<file path="src/rtl/uart_imem_loader.sv">
// rtl/uart_imem_loader.sv - boot loader from UART bytes into instruction memory
// Define UART_IMEM_LOADER_CHECKSUM_EN to accumulate a running sum of written words.
module uart_imem_loader #(
  parameter int ADDR_W      = 8,
  parameter int LOAD_WORDS  = 32,
  parameter int IDLE_CYCLES = 208334
) (
  input  logic              clk,
  input  logic              resetn,
  input  logic              uart_rx_valid,
  input  logic [7:0]        uart_rx_data,
  input  logic              uart_rx_break,
  output logic              imem_we,
  output logic [ADDR_W-1:0] imem_addr,
  output logic [31:0]       imem_wdata,
  output logic              core_rst_n,
  output logic              load_done,
  output logic              load_err,
  output logic [ADDR_W:0]   word_count,
  output logic [31:0]       checksum
);

  localparam int CNT_W = $clog2(IDLE_CYCLES + 1);
  localparam logic [CNT_W-1:0]  IDLE_MAX   = CNT_W'(IDLE_CYCLES);
  localparam logic [CNT_W-1:0]  CNT_ONE    = CNT_W'(1);
  localparam logic [ADDR_W:0]   LAST_COUNT = (ADDR_W+1)'(LOAD_WORDS);
  localparam logic [ADDR_W:0]   WC_ONE     = (ADDR_W+1)'(1);

  typedef enum logic [1:0] {ST_IDLE, ST_LOAD, ST_RUN} state_t;

  state_t           state;
  logic [1:0]       byte_idx;
  logic [23:0]      shift_reg;
  logic [CNT_W-1:0] idle_cnt;
  logic [31:0]      next_word;
  logic             timeout;
  logic             last_write;
  logic             word_write;

  // The 4th byte goes straight into the write data, so only three bytes are buffered.
  assign next_word  = {uart_rx_data, shift_reg};
  assign timeout    = (idle_cnt == IDLE_MAX);
  assign last_write = imem_we && (word_count == LAST_COUNT);
  assign word_write = (state == ST_LOAD) && !last_write && !uart_rx_break &&
                      uart_rx_valid && (byte_idx == 2'd3);

  always_ff @(posedge clk or negedge resetn) begin
    if (!resetn) begin
      state      <= ST_IDLE;
      byte_idx   <= 2'd0;
      shift_reg  <= 24'h0;
      idle_cnt   <= '0;
      imem_we    <= 1'b0;
      imem_addr  <= '0;
      imem_wdata <= 32'h0;
      core_rst_n <= 1'b0;
      load_done  <= 1'b0;
      load_err   <= 1'b0;
      word_count <= '0;
    end else begin
      imem_we <= 1'b0;
      case (state)
        ST_IDLE: begin
          if (uart_rx_valid && !uart_rx_break) begin
            shift_reg[7:0] <= uart_rx_data;
            byte_idx       <= 2'd1;
            idle_cnt       <= '0;
            state          <= ST_LOAD;
          end
        end
        ST_LOAD: begin
          // Saturating so a break landing on the timeout cycle only defers the timeout.
          if (uart_rx_valid)
            idle_cnt <= '0;
          else if (!timeout)
            idle_cnt <= idle_cnt + CNT_ONE;

          if (last_write) begin
            state      <= ST_RUN;
            load_done  <= 1'b1;
            core_rst_n <= 1'b1;
          end else if (uart_rx_break) begin
            if (byte_idx != 2'd0)
              load_err <= 1'b1;
            byte_idx <= 2'd0;
          end else if (uart_rx_valid) begin
            case (byte_idx)
              2'd0:    shift_reg[7:0]   <= uart_rx_data;
              2'd1:    shift_reg[15:8]  <= uart_rx_data;
              2'd2:    shift_reg[23:16] <= uart_rx_data;
              default: ;
            endcase
            byte_idx <= byte_idx + 2'd1;
            if (word_write) begin
              imem_we    <= 1'b1;
              imem_addr  <= word_count[ADDR_W-1:0];
              imem_wdata <= next_word;
              word_count <= word_count + WC_ONE;
              if (timeout) begin
                state      <= ST_RUN;
                load_done  <= 1'b1;
                core_rst_n <= 1'b1;
              end
            end
          end else if (timeout) begin
            if (byte_idx != 2'd0)
              load_err <= 1'b1;
            byte_idx   <= 2'd0;
            state      <= ST_RUN;
            load_done  <= 1'b1;
            core_rst_n <= 1'b1;
          end
        end
        default: ;
      endcase
    end
  end

`ifdef UART_IMEM_LOADER_CHECKSUM_EN
  always_ff @(posedge clk or negedge resetn) begin
    if (!resetn)
      checksum <= 32'h0;
    else if (word_write)
      checksum <= checksum + next_word;
  end
`else
  assign checksum = 32'h0;
`endif

endmodule

</file>
<file path="config.mk">
export PLATFORM = sky130hd
export DESIGN_NAME = uart_imem_loader
export DESIGN_NICKNAME = d
export VERILOG_FILES = /design/src/rtl/uart_imem_loader.sv
export SDC_FILE = /design/constraint.sdc
export NUM_CORES = 1
export LEC_CHECK = 0
export CORE_ASPECT_RATIO = 0.75
export CORE_UTILIZATION = 45
export DETAILED_ROUTE_END_ITERATION = 8
export PLACE_DENSITY = 0.71
export SKIP_LAST_GASP = 1
export SYNTH_ARGS = -nofsm -noshare
export SYNTH_HDL_FRONTEND = slang
export SYNTH_SLANG_ARGS = --single-unit
</file>
<file path="constraint.sdc">
create_clock -name clk -period 2.4 [get_ports clk]
set_clock_uncertainty 0.05 [all_clocks]
set_input_delay 0.48 -clock clk [delete_from_list [all_inputs] [get_ports clk]]
set_output_delay 0.48 -clock clk [all_outputs]
set_load 0.05 [all_outputs]
</file>
After elaboration in Yosys (flattened, before gate mapping)
Cells that the tools add are included.
Cells by class
  $add $sub $neg: 3
  equal/unequal tests: 18
  muxes and demuxes: 41
  bitwise operators: 2
  reductions and logical operators: 22
Operators by type and width (count)
  $mux W18: 3
  $mux W8: 5
  $pmux W18 S2: 1
  $mux W2: 10
  $mux W1: 19
  $add A18 B1 Y18 const B: 1
  $eq A18 B18 Y1 const B: 1
  $pmux W8 S2: 1
  $reduce_and A5 Y1: 3
  $reduce_and A4 Y1: 3
  $add A9 B1 Y9 const B: 1
  $eq A9 B6 Y1 const B: 1
  $ne A2 B2 Y1 const B: 4
  $ne A4 B4 Y1 const B: 2
  $pmux W2 S2: 2
  $logic_and A1 B1 Y1: 6
  $ne A2 B1 Y1 const B: 3
  $ne A3 B3 Y1 const B: 2
  $reduce_and A3 Y1: 2
  $reduce_and A6 Y1: 1
  $reduce_bool A2 Y1: 3
  $eq A2 B1 Y1 const B: 2
  $eq A2 B2 Y1 const B: 2
  $logic_not A2 Y1: 2
  4 further kinds: 6
Word-level totals
  flip-flop bits (word level): 99
  bits of input ports: 12
  output and inout bits: 85
  logic and storage cells: 99

Longest topological paths before layout
  word-level depth: 12
  gate-level depth with buffers: 10
  gate-level depth less buffers: 8

Worst setup path before layout
OpenSTA, ideal clock, no wires.
  path kind: reg2reg
  start point: register word_count[0]
  end point: register word_count[5]
  setup time: 143 ps
  arrival time: 2050 ps
  data required time: 2207 ps
  path slack: 157 ps
  cell stages (with the launch flop): 10
  path buffers: 1
  clock period less this slack: 2243 ps
  path through: dfrtp_1 > inv_1 > ha_1 > and2_0 > a31oi_4 > nand3_2 > inv_2 > buf_4 > nand4_1 > xnor2_1
On the way
  longest elaborated chain between the ends: 8
  elaborated cells between the ends (all ways): 10
  those cells by class: add/sub (1); eq/ne (1); bitwise (1); reduce/logical (7)
RTL lines
  start, declared: RTL line 19  | output logic [ADDR_W:0] word_count,
  start signal, assigned: RTL line 98  | word_count <= word_count + WC_ONE;
  $eq A9 B6 Y1: RTL line 43  | assign last_write = imem_we && (word_count == LAST_COUNT);
  $logic_and A1 B1 Y1: RTL line 43
  $logic_not A1 Y1: RTL line 44  | assign word_write = (state == ST_LOAD) && !last_write && !uart_rx_break &&
  $logic_and A1 B1 Y1 (3 in series): RTL line 44
  $logic_and A1 B1 Y1: RTL line 45  | uart_rx_valid && (byte_idx == 2'd3);
  $reduce_and A5 Y1 (no source line)
Several ways; a longest one is shown, not always the timed one.
A chain may end at the register's enable or synchronous reset.

Worst setup path after layout
  start point: register word_count[2]
  end point: output port word_count[2]
No word-level cell between the ends.

==> flow_summary_export.csv <==
group,metric,value,unit
status,run_status,"complete, no violations",
logic_synthesis,ys_types,49,
global_route,grt.met2_usage,0.3091,
timing,timing.final.crit_share,0.9425,
setup_path,crit_path_top_delay_cell,"sky130_fd_sc_hd__clkdlybuf4s50_1",
finish,final_util,0.5717,
clocking,clk_path_buf_depth,2,
die,placeableCoreArea,0.009774,sq mm
clocking,clkSinkCount,99,
die,fp.dieArea,0.01059,sq mm
setup_path,worst_path_largest_cell_delay,0.87,ns
setup_path,worst-endpoint-required,1.87,ns
die,die_height,89.39,um
clocking,htree_levels,3,
timing,rsz0062_at_grt,"false",
power,powerDensity,594.1,mW/mm^2
clocking,postCtsResizedCells,0,
drt,detail_route.wl_per_cell,14.46,um
setup_path,critical_path.startpoint_type,"flip-flop",
finish,fillers,838,
logic_synthesis,synth_edf_count,0,
placed_design,port-buffer-count,64,
timing,fin_tns_setup,0,ns
timing,layout_setup_ws,0.1380,ns
global_route,met3_usage,0.04911,
finish,n_antenna_cell,0,
global_route,gr-total-overflow,0,
global_route,grt_pass1_vias,3115,
setup_path,criticalPathCategory,"flip-flop to output pin",
drt,finalWirelength,9.371,mm
run,cap_viol_max_count,0,
setup_path,timing.critical_path.to_type,"output pin",
global_route,groute.layer.met1.usage,0.2749,
setup_path,critical_path_buf_inv_count,1,
global_route,grt.busiest_layer,"met2",
timing,timing.fmax,0.4421,GHz
logic_synthesis,syn-mean-instance-area,10.39,sq um
power,power.ir.vdd_worst,0.5350,mV
finish,synthToLayoutAreaGrowth,21.96,%
clocking,clock_tree.root_cell,"sky130_fd_sc_hd__clkbuf_16",
setup_path,worst-endpoint-arrival,1.73,ns
die,row_count,31,
clocking,clock_insertion_delay_worst_skew,0.34,ns
finish,largest_reg_flops,32,
setup_path,critical-path-top-delay-family,"buffers and inverters",
timing,slew_limit_fails,0,
clocking,cts_inserted_buffers,9,
logic_synthesis,asyncSetResetFlopFracSynth,1.000,
power,power.leakage,2.740,nW
drt,vias_per_cell,4.849,
setup_path,cp_cell_sequence,"clkdlybuf4s50_1",
placed_design,pre_cts_slack,0.003304,ns
finish,nets,531,
drt,firstDrtPassIters,4,
timing,relative_slew_margins,0.6080,
drt,dr.first_iter.drc_count,164,
timing,measured_slew_at_the_worst_slew_check_pin,0.5880,ns
logic_synthesis,yosys_most_used_dff,"sky130_fd_sc_hd__dfrtp_1",
timing,period_needed,2.262,ns
placed_design,dpl.hpwl,6.718,mm
global_route,grt_use_total,0.1962,
clocking,cts_tree,"done",
clocking,holdBufCountCts,0,
placed_design,routabilityCongestion,0.8072,
global_route,antenna_violations_before_repair,0,
logic_synthesis,synthesis.yosys.warnings,0,
drt,vias,3142,
drt,detail-route-antenna-nets,0,
die,start_util,0.4688,
clocking,clock_slew_seen_by_the_registers_of_the_worst_setup_and_hold_paths,0.06,ns
worst_hold_path,hold_path_class,"input pin to asynchronous set/reset pin",
finish,drive_gt1_frac,0.07946,
logic_synthesis,synth_sequential_area_ratio,0.5407,
timing,hold_viol_final,0,
logic_synthesis,synth_cells,441,
logic_synthesis,synth_cell_area,0.004582,sq mm
logic_synthesis,synth.ff_latch_count,99,
setup_path,path_max_fanout,8,
die,top_level_ports,97,
drt,drc,0,
die,chipWidth,118.5,um
global_route,largest_net_degree_at_the_start_of_global_routing,49,
global_route,global_route_wire_length_before_repair,15.92,mm
timing,setup_violations,0,
clocking,post_cts_setup_inserts,0,
-- synth_stat cells, types with 2 or more instances --
master	instances	area, sq um
sky130_fd_sc_hd__buf_4	35	262.8
sky130_fd_sc_hd__ha_1	8	100.1
sky130_fd_sc_hd__nor3_1	2	10.01
sky130_fd_sc_hd__a21oi_1	8	40.04
sky130_fd_sc_hd__inv_1	9	33.78
sky130_fd_sc_hd__nand3_1	12	60.06
sky130_fd_sc_hd__o21ai_0	3	15.01
sky130_fd_sc_hd__or3_1	3	18.77
sky130_fd_sc_hd__a31oi_1	2	12.51
sky130_fd_sc_hd__clkbuf_1	6	22.52
sky130_fd_sc_hd__xnor2_1	11	96.34
sky130_fd_sc_hd__nand4_1	8	50.05
sky130_fd_sc_hd__nor2_1	20	75.07
sky130_fd_sc_hd__buf_2	6	30.03
sky130_fd_sc_hd__xor2_1	11	96.34
sky130_fd_sc_hd__or2_1	3	18.77
sky130_fd_sc_hd__a211oi_1	2	15.01
sky130_fd_sc_hd__and4_4	2	22.52
sky130_fd_sc_hd__a211o_1	2	17.52
sky130_fd_sc_hd__and2_1	3	18.77
sky130_fd_sc_hd__and4_1	2	17.52
sky130_fd_sc_hd__o21ai_1	4	20.02
sky130_fd_sc_hd__nand2b_1	3	18.77
sky130_fd_sc_hd__and3_1	6	37.54
sky130_fd_sc_hd__nand2_1	123	461.7
sky130_fd_sc_hd__inv_2	2	7.510
sky130_fd_sc_hd__mux2_1	24	270.3
sky130_fd_sc_hd__a31oi_4	2	42.54
sky130_fd_sc_hd__dfrtp_1	99	2477
-- cell families after synthesis --
| group | after synthesis | share of synthesized area |
|---|---|---|
| AOI/OAI and AO/OA | 32 | 0.05762 |
| xor gates and xnor gates | 22 | 0.04205 |
| adders and majority gates | 8 | 0.02185 |
| buffers and inverters | 60 | 0.08110 |
| DFF | 99 | 0.5407 |
| muxes | 24 | 0.05898 |
| other | 1 | 0.0008184 |
| and+or+nand+nor | 195 | 0.1969 |
-- metrics by stage --
| step | total power, mW | instances | area (sq um) | hold slack, ns |
|---|---|---|---|---|
| 2_1_floorplan | 1.894 | 472 | 4698 | 0.1344 |
| 3_3_place_gp | 1.928 | 632 | 5294 | 0.3945 |
| 3_5_place_dp | 1.931 | 632 | 5294 | 0.3997 |
| 4_1_cts | 3.362 | 648 | 5588 | 0.1069 |
| 5_1_grt | 3.431 | 648 | 5588 | 0.1443 |
| 6_report | 3.320 | 648 | 5588 | 0.08465 |
-- worst paths after layout --
path / cells past startpoint / startpoint / slack (ns) / end
worst max register to register: 6 / word_count[0] / 0.22 / shift_reg[17]
worst max-delay path: 1 / word_count[2] / 0.14 / word_count[2]
max in group asynchronous: 2 / resetn / 1.47 / word_count[0]
min in group clk: 2 / shift_reg[12] / 0.42 / imem_wdata[12]
worst min register to register: 2 / shift_reg[12] / 0.42 / imem_wdata[12]
worst min-delay path: 1 / resetn / 0.08 / imem_wdata[23]
-- cells in the final DEF (no fill, tap or decap), drive strengths merged, types with 6 or more instances in the layout --
cell           synthesis  layout
nand2                123     123
dfrtp                 99      99
clkdlybuf4s50          0      63
conb                   1      32
mux2                  24      24
nor2                  20      20
buf                   43      14
nand3                 13      13
inv                   11      12
xnor2                 11      11
xor2                  11      11
clkbuf                 6      10
a21oi                  8       8
nand4                  8       8
ha                     8       8
o21ai                  7       7
and3                   6       6
-- power by group --
| group | total, mW | switching (mW) | internal, mW |
|---|---|---|---|
| combinational | 0.206 | 0.172 | 0.0339 |
| sequential | 1.69 | 0.0121 | 1.68 |
| clock | 1.42 | 0.612 | 0.810 |
-- metal layers --
| metal | routed length (um) | vias up | share of wire |
|---|---|---|---|
| li1 | - | 1525 | - |
| met1 | 4669 | 1537 | 0.50 |
| met2 | 4240 | 73 | 0.45 |
| met3 | 390 | 7 | 0.042 |
| met4 | 71 | 0 | 0.0076 |
| met5 | 0 | - | 0 |
-- cell type report --
type / instances / area, sq um / area share
sequential: 99 / 2477 / 0.4434
multi-input combinational: 313 / 1849 / 0.3309
timing repair buffer: 77 / 760.7 / 0.1361
clock buffer: 10 / 229.0 / 0.04098
tap: 132 / 165.2 / 0.02956
clock inverter: 6 / 65.06 / 0.01164
inverter: 11 / 41.29 / 0.007389
Power figures use the tool's default switching activity.
